[src/rtl/a2d_chnl_scanner.sv]
// Round-robin conversion scanner sitting in front of the SPI A2D interface.
// Optional 4-sample averaging per channel is built when A2D_SCAN_AVG4_EN is defined.
module a2d_chnl_scanner #(
    parameter int NUM_CH   = 8,
    parameter int SCAN_GAP = 1000,
    parameter int TIMEOUT  = 4096
) (
    input  logic        clk,
    input  logic        rst_n,
    input  logic        en,
    output logic        strt_cnv,
    output logic [2:0]  chnnl,
    input  logic        cnv_cmplt,
    input  logic [15:0] res,
    input  logic [2:0]  rd_chnl,
    output logic [11:0] rd_data,
    output logic [7:0]  valid,
    output logic        scan_done,
    output logic        err,
    input  logic        clr_err
);

    localparam int TW = (TIMEOUT > 2) ? $clog2(TIMEOUT) : 1;
    localparam int GW = (SCAN_GAP > 1) ? $clog2(SCAN_GAP) : 1;
    localparam logic [TW-1:0] TMO_LAST = TW'(TIMEOUT - 2);
    localparam logic [GW-1:0] GAP_LAST = GW'((SCAN_GAP > 0) ? SCAN_GAP - 1 : 0);
    localparam logic [2:0]    LAST_IDX = 3'(NUM_CH - 1);

    typedef enum logic [2:0] {
        S_IDLE,
        S_START,
        S_WAIT,
        S_NEXT,
        S_GAP
    } state_t;

    state_t          state, state_d;
    logic [2:0]      index, index_d;
    logic [TW-1:0]   tmo_cnt;
    logic [GW-1:0]   gap_cnt;
    logic [11:0]     regs [8];
    logic [11:0]     store_val;
    logic            capture, store, tmo_hit, last;

    assign capture = (state == S_WAIT) && cnv_cmplt;
    // The result that arrives on the final allowed WAIT cycle still counts.
    assign tmo_hit = (state == S_WAIT) && !cnv_cmplt && (tmo_cnt == TMO_LAST);
    assign last    = (index == LAST_IDX);

`ifdef A2D_SCAN_AVG4_EN
    logic [1:0]  avg_cnt;
    logic [13:0] acc, acc_sum;
    logic        unused_res;

    assign acc_sum    = acc + {2'b00, res[11:0]};
    assign store      = capture && (avg_cnt == 2'd3);
    assign store_val  = acc_sum[13:2];
    assign unused_res = ^res[15:12];

    always_ff @(posedge clk or negedge rst_n) begin
        if (!rst_n) begin
            avg_cnt <= '0;
            acc     <= '0;
        end else if (state == S_IDLE || state == S_NEXT || tmo_hit) begin
            avg_cnt <= '0;
            acc     <= '0;
        end else if (capture) begin
            avg_cnt <= avg_cnt + 2'd1;
            acc     <= acc_sum;
        end
    end
`else
    logic unused_res;

    assign store      = capture;
    assign store_val  = res[11:0];
    assign unused_res = ^res[15:12];
`endif

    always_comb begin
        state_d = state;
        index_d = index;
        case (state)
            S_IDLE: begin
                index_d = '0;
                if (en) state_d = S_START;
            end
            S_START: state_d = S_WAIT;
            S_WAIT: begin
                if (store || tmo_hit) state_d = S_NEXT;
                else if (capture)     state_d = S_START;
            end
            S_NEXT: begin
                index_d = last ? 3'd0 : index + 3'd1;
                if (!en)                       state_d = S_IDLE;
                else if (last && SCAN_GAP > 0) state_d = S_GAP;
                else                           state_d = S_START;
            end
            S_GAP: begin
                if (!en)                      state_d = S_IDLE;
                else if (gap_cnt == GAP_LAST) state_d = S_START;
            end
            default: state_d = S_IDLE;
        endcase
    end

    always_ff @(posedge clk or negedge rst_n) begin
        if (!rst_n) begin
            state <= S_IDLE;
            index <= '0;
        end else begin
            state <= state_d;
            index <= index_d;
        end
    end

    always_ff @(posedge clk or negedge rst_n) begin
        if (!rst_n) begin
            tmo_cnt   <= '0;
            gap_cnt   <= '0;
            strt_cnv  <= 1'b0;
            chnnl     <= '0;
            scan_done <= 1'b0;
            err       <= 1'b0;
            valid     <= '0;
            for (int i = 0; i < 8; i++) regs[i] <= '0;
        end else begin
            if (state == S_START)                  tmo_cnt <= '0;
            else if (state == S_WAIT && !cnv_cmplt) tmo_cnt <= tmo_cnt + 1'b1;

            if (state == S_GAP) gap_cnt <= gap_cnt + 1'b1;
            else                gap_cnt <= '0;

            strt_cnv <= (state_d == S_START);
            if (state_d == S_START) chnnl <= index_d;
            scan_done <= (state == S_NEXT) && last;

            if (tmo_hit)      err <= 1'b1;
            else if (clr_err) err <= 1'b0;

            if (store) begin
                regs[index]  <= store_val;
                valid[index] <= 1'b1;
            end
        end
    end

    // Entries at or above NUM_CH are never written, so they read back as zero.
    assign rd_data = regs[rd_chnl];

endmodule

[config.mk]
export PLATFORM = sky130hd
export DESIGN_NAME = a2d_chnl_scanner
export DESIGN_NICKNAME = d
export VERILOG_FILES = /design/src/rtl/a2d_chnl_scanner.sv
export SDC_FILE = /design/constraint.sdc
export NUM_CORES = 1
export LEC_CHECK = 0
export CORE_MARGIN = 2
export CORE_UTILIZATION = 52
export CTS_CLUSTER_SIZE = 8
export DETAILED_ROUTE_END_ITERATION = 7
export PLACE_DENSITY = 0.72
export SLEW_MARGIN = 20
export SYNTH_ARGS = -nofsm -noshare
export SYNTH_HDL_FRONTEND = slang
export SYNTH_SLANG_ARGS = --single-unit
[constraint.sdc]
create_clock -name clk -period 3.1 [get_ports clk]
set_input_delay 0.62 -clock clk [delete_from_list [all_inputs] [get_ports clk]]
set_output_delay 0.62 -clock clk [all_outputs]
set_load 0.005 [all_outputs]
* Word level (Yosys, flattened, before mapping)
Index checks and enable logic that the tools add are counted.
** Storage, ports and cells
- Register bits :: 138
- Word-level logic and storage cells :: 70
** Operators by class
- $add $sub $neg :: 3
- Magnitude comparators :: 5
- Equal/unequal tests :: 8
- Muxes and demuxes :: 23
- Bitwise operators :: 3
- Reductions and logical operators :: 11
** Operator list (number)
- bitwise mux 96 bit :: 1
- 2-to-1 mux 12 bit :: 5
- binary-select mux 12 bit (select 3 bit) :: 1
- demux 12 bit (select 3 bit) :: 1
- 2-to-1 mux 3 bit :: 8
- one-hot mux 3 bit (5 select lines) :: 1
- adder 12 x 1 -> 12 bit, second input constant :: 1
- == test 12 bit, second input constant :: 1
- adder 10 x 1 -> 10 bit, second input constant :: 1
- == test 10 bit, second input constant :: 1
- 2-to-1 mux 10 bit :: 1
- >= comparator 4 bit, second input constant :: 2
- inverter 3 -> 4 bit :: 2
- OR 8 bit :: 1
- == test 3 x 1 -> 1 bit, second input constant :: 2
- == test 3 x 2 -> 1 bit, second input constant :: 2
- == test 3 bit, second input constant :: 2
- logical AND 1 bit :: 6
- one-hot mux 3 bit (2 select lines) :: 1
- < comparator 3 x 4 -> 1 bit, second input constant :: 1
- < comparator 4 x 1 -> 1 bit, second input constant :: 1
- nonzero test 2 bit :: 2
- adder 3 x 1 -> 3 bit, second input constant :: 1
- demux 1 bit (select 3 bit) :: 1
- 5 further kinds :: 7

* Depth between registers and ports, before layout
- Depth in word-level cells :: 7
- Gate-level depth with buffers :: 6

* Worst setup path after synthesis
No wires, ideal clock.
- Path kind :: input to output
- Start point :: in rd_chnl[0]
- End point :: out rd_data[0]
- Arrival time :: 2.032 ns
- Data required time :: 2.480 ns
- Slack :: 0.448 ns
- Stages on the path :: 4
- Buffers on the path :: 2
- Cell sequence :: clkbuf_1 > buf_2 > mux4_2 > mux2_2
** Between the ends
- Cells in the longest elaborated chain, start to end :: 4
** RTL lines
- start, declared :: RTL line 15 : input logic [2:0] rd_chnl,
- inverter 3 -> 4 bit (implied by the code) :: RTL line 149 : assign rd_data = regs[rd_chnl];
- binary-select mux 12 bit (select 3 bit) :: RTL line 149
- 2-to-1 mux 12 bit (implied by the code) (2 in a row) :: RTL line 149
- end, declared :: RTL line 16 : output logic [11:0] rd_data,
No other way between the ends. The select of a mux whose other input is x is not followed.

* Worst setup path after layout
- Start point :: in rd_chnl[1]
- End point :: out rd_data[8]
Same word-level chain as after synthesis.

==> reports/qor.yml <==
run_status:
  status: "completed"
drt:
  wl_per_cell_um: 18.3
  drt-initial-drc-count: 207
  wl_um: 12100
  routed-via-count: 3741
  ant_nets: 0
  firstDrtPassIters: 4
  drc: 0
  viasPerCell: 5.68
global_routing:
  grtUsageMet1_pct: 27.7
  grt_util_met2_pct: 32.5
  antenna_found_initial: 0
  grt_max_degree: 57
  grt_usage_pct: 20.5
  grt-ovfl-total: 0
  use_met3_pct: 4.84
  grt.busiest_layer: "met2"
  grt_pass1_wl_um: 20000
  grt_pass1_vias: 3948
power_and_ir_drop:
  total_power_uw: 5840
  power_density_mw_per_mm2: 772
  pwr-share-comb_pct: 21.3
  clockPowerShare_pct: 35.7
  pwr-share-seq_pct: 43.0
  p_switching_uw: 1460
  p_sw_share_pct: 25.1
  p_int_uw: 4380
  ir_drop_uv: 349
  p_leak_uw: 0.00345
synthesis:
  ys_seq_area_share_pct: 55.2
  avgSynthCellArea_um2: 14.1
  async_reset_ff_share_pct: 100
  synth_seq_cells: 138
  netlist_area_mm2: 0.00626
  synthFlopType: "dfrtp_1"
  synth.net_count: 472
  yosys_warnings: 0
  synth_edf_count: 0
  synth.distinct_cells: 45
  synthCells: 443
setup_path:
  critical_path_cell_count: 5
  reg2reg_depth: 6
  cpMaxStageDelayCell: "clkdlybuf4s50_1"
  cp_num_buf_inv: 3
  r2r-end: "chnnl[0]$_DFFE_PN0N_"
  critPathLaunchType: "input pin"
  worstPathCellList: "clkdlybuf4s50_1 > buf_12 > mux4_2 > mux2_2 > clkdlybuf4s50_1"
  r2r_setup_slack_ns: 0.97
  worstSetupPathType: "in -> out"
  worstPathRequired_ns: 2.48
  critPathCaptureType: "output port"
  critPathMaxFanout: 24
  path_delay_family: "buffers and inverters"
  cp_data_arrival_time_ns: 2.42
  cp_common_cell: "clkdlybuf4s50_1"
  r2r_start: "index[1]$_DFF_PN0_"
  crit_path_max_incr_delay_ns: 0.52
floorplanning:
  die_h_um: 114
  dieArea_mm2: 0.0129
  io_pins: 50
  die_w_um: 114
  initial_core_util_pct: 52.8
  fp-row-count: 40
  coreArea_mm2: 0.0119
sta:
  skew_ns: 0.00653
  grt_setup_unrepaired: "no"
  slew_headroom_pct: 47.5
  post-route-min-period_ns: 3.04
  hold_viol: 0
  layout_setup_ws_ns: 0.0563
  fin_crit_sh_pct: 98.2
  finalSetupViolCount: 0
  tightest_slew_ns: 0.781
  fin_setup_tns_ns: 0
  slew_violations: 0
  fmax_mhz: 329
clocking:
  path_clk_slew_ns: 0.05
  cts_resized: 0
  cts_hold_buf: 0
  clock_latency_ns: 0.42
  post_cts.repair.setup_buffers: 0
  cts_sinks: 138
  cts_buffers: 17
  cts_tree: "done"
  clk_root_buffer_cell: "clkbuf_16"
  htreeDepth: 4
  cts.path.max_buffers: 2
layout:
  final_cell_area_mm2: 0.00757
  final_util_pct: 63.8
  finalNetCount: 528
  diodes: 0
  drive_gt1_share_pct: 36.9
  syn_to_final_growth_pct: 20.9
hold_path:
  hold_path.class: "in -> async"
placed_design:
  place_area_mm2: 0.00696
  place_congestion: 0.762
  dpl.hpwl_um: 7430
  io_buffers: 45
  place_ws_ns: 0.0697
flow_run:
  cap_violations: 0
## cells in the final DEF (no fill, tap or decap), drive strengths merged, types with 2 or more instances in the layout
cell type	netlist	layout
a21oi	9	9
a22o	6	6
and3	3	3
buf	13	16
bufinv	0	4
clkbuf	9	20
clkdlybuf4s50	0	43
clkinv	0	4
clkinvlp	0	3
dfrtp	138	138
ha	5	5
inv	7	8
mux2	111	111
mux4	24	24
nand2	13	13
nand2b	6	6
nand3	7	7
nand3b	4	4
nand4	4	4
nand4b	2	2
nor2	20	20
nor2b	3	3
nor3	6	6
nor3b	2	2
nor4	4	4
o21ai	11	11
or2	5	5
or3	7	7
xnor2	10	10
xor2	2	2
## cells in the mapped netlist, types with 2 or more instances
master | number | area share [%]
or3_1 | 6 | 0.60
nand3_1 | 7 | 0.56
nand2b_1 | 6 | 0.60
mux2_2 | 110 | 20
a21oi_1 | 9 | 0.72
xor2_1 | 2 | 0.28
nor3_1 | 6 | 0.48
mux4_2 | 24 | 8.6
a22o_1 | 6 | 0.84
nand4b_1 | 2 | 0.28
buf_2 | 9 | 0.72
o21ai_0 | 10 | 0.80
or2_2 | 5 | 0.50
xnor2_1 | 10 | 1.4
dfrtp_1 | 138 | 55
nand4_1 | 4 | 0.40
nor4_1 | 4 | 0.40
nor2b_1 | 3 | 0.30
and3_1 | 3 | 0.30
nand3b_1 | 4 | 0.48
nor2_1 | 20 | 1.2
clkbuf_1 | 9 | 0.54
ha_1 | 5 | 1.0
inv_1 | 7 | 0.42
buf_4 | 2 | 0.24
nand2_1 | 13 | 0.78
## sequential cells by signal, indices dropped and copies added (netlist names), 3 cells and up
signal,count
index,3
gap_cnt,10
valid,8
tmo_cnt,12
state,3
chnnl,3
regs,96
## metal layers
metal	up-vias	share of wire [%]	wire, um
met3	11	2.7	331
met5	-	0	0
met1	1949	47	5710
met4	0	1.3	156
li1	1735	-	-
met2	46	49	5880
## power groups by stage
| stage | clock network, uW | registers (uW) | logic (uW) |
|---|---|---|---|
| 4_1_cts | 2120 | 2510 | 1270 |
| 5_1_grt | 2200 | 2570 | 1360 |
| 6_report | 2080 | 2510 | 1250 |
| 2_1_floorplan | 0 | 2420 | 913 |
| 3_3_place_gp | 0 | 2500 | 1220 |
| 3_5_place_dp | 0 | 2540 | 1260 |
## through the flow
step	std cells	hold WS, ns
finish	659	0.159
CTS	659	0.179
global placement	627	0.448
floorplan	443	0.324
detailed placement	627	0.451
global route	659	0.194
## worst max path at each step
stage	startpoint	end	slack, ns
final	rd_chnl[1]	rd_data[8]	0.06
after global routing	rd_chnl[1]	rd_data[11]	0.004
after CTS	rd_chnl[1]	rd_data[8]	0.05
after detailed placement	rd_chnl[1]	rd_data[10]	0.07
after global placement	rd_chnl[1]	rd_data[10]	0.06
after floorplan	rd_chnl[0]	rd_data[0]	0.45
## cells by family (layout without fill, tap and decap cells)
kind of cell    count (synthesis)  in the layout  share of synthesized area [%]
flops                         138            138                           55.2
compound gates                 34             34                           3.48
simple gates                   90             90                           7.93
fa+ha+maj                       5              5                          0.999
xor+xnor                       12             12                           1.68
mux                           135            135                           28.6
buf+inv                        29             98                           2.16
## area by class of cell
cell class                      count  area [um2]
Sequential cell                   138        3450
Clock inverter                     12         171
Tap cell                          147         184
Timing Repair Buffer               59         614
Multi-Input combinational cell    276        2680
Inverter                            7        26.3
Clock buffer                       20         437
Fill cell                         881        4290
(Power assumes the default switching activity.)
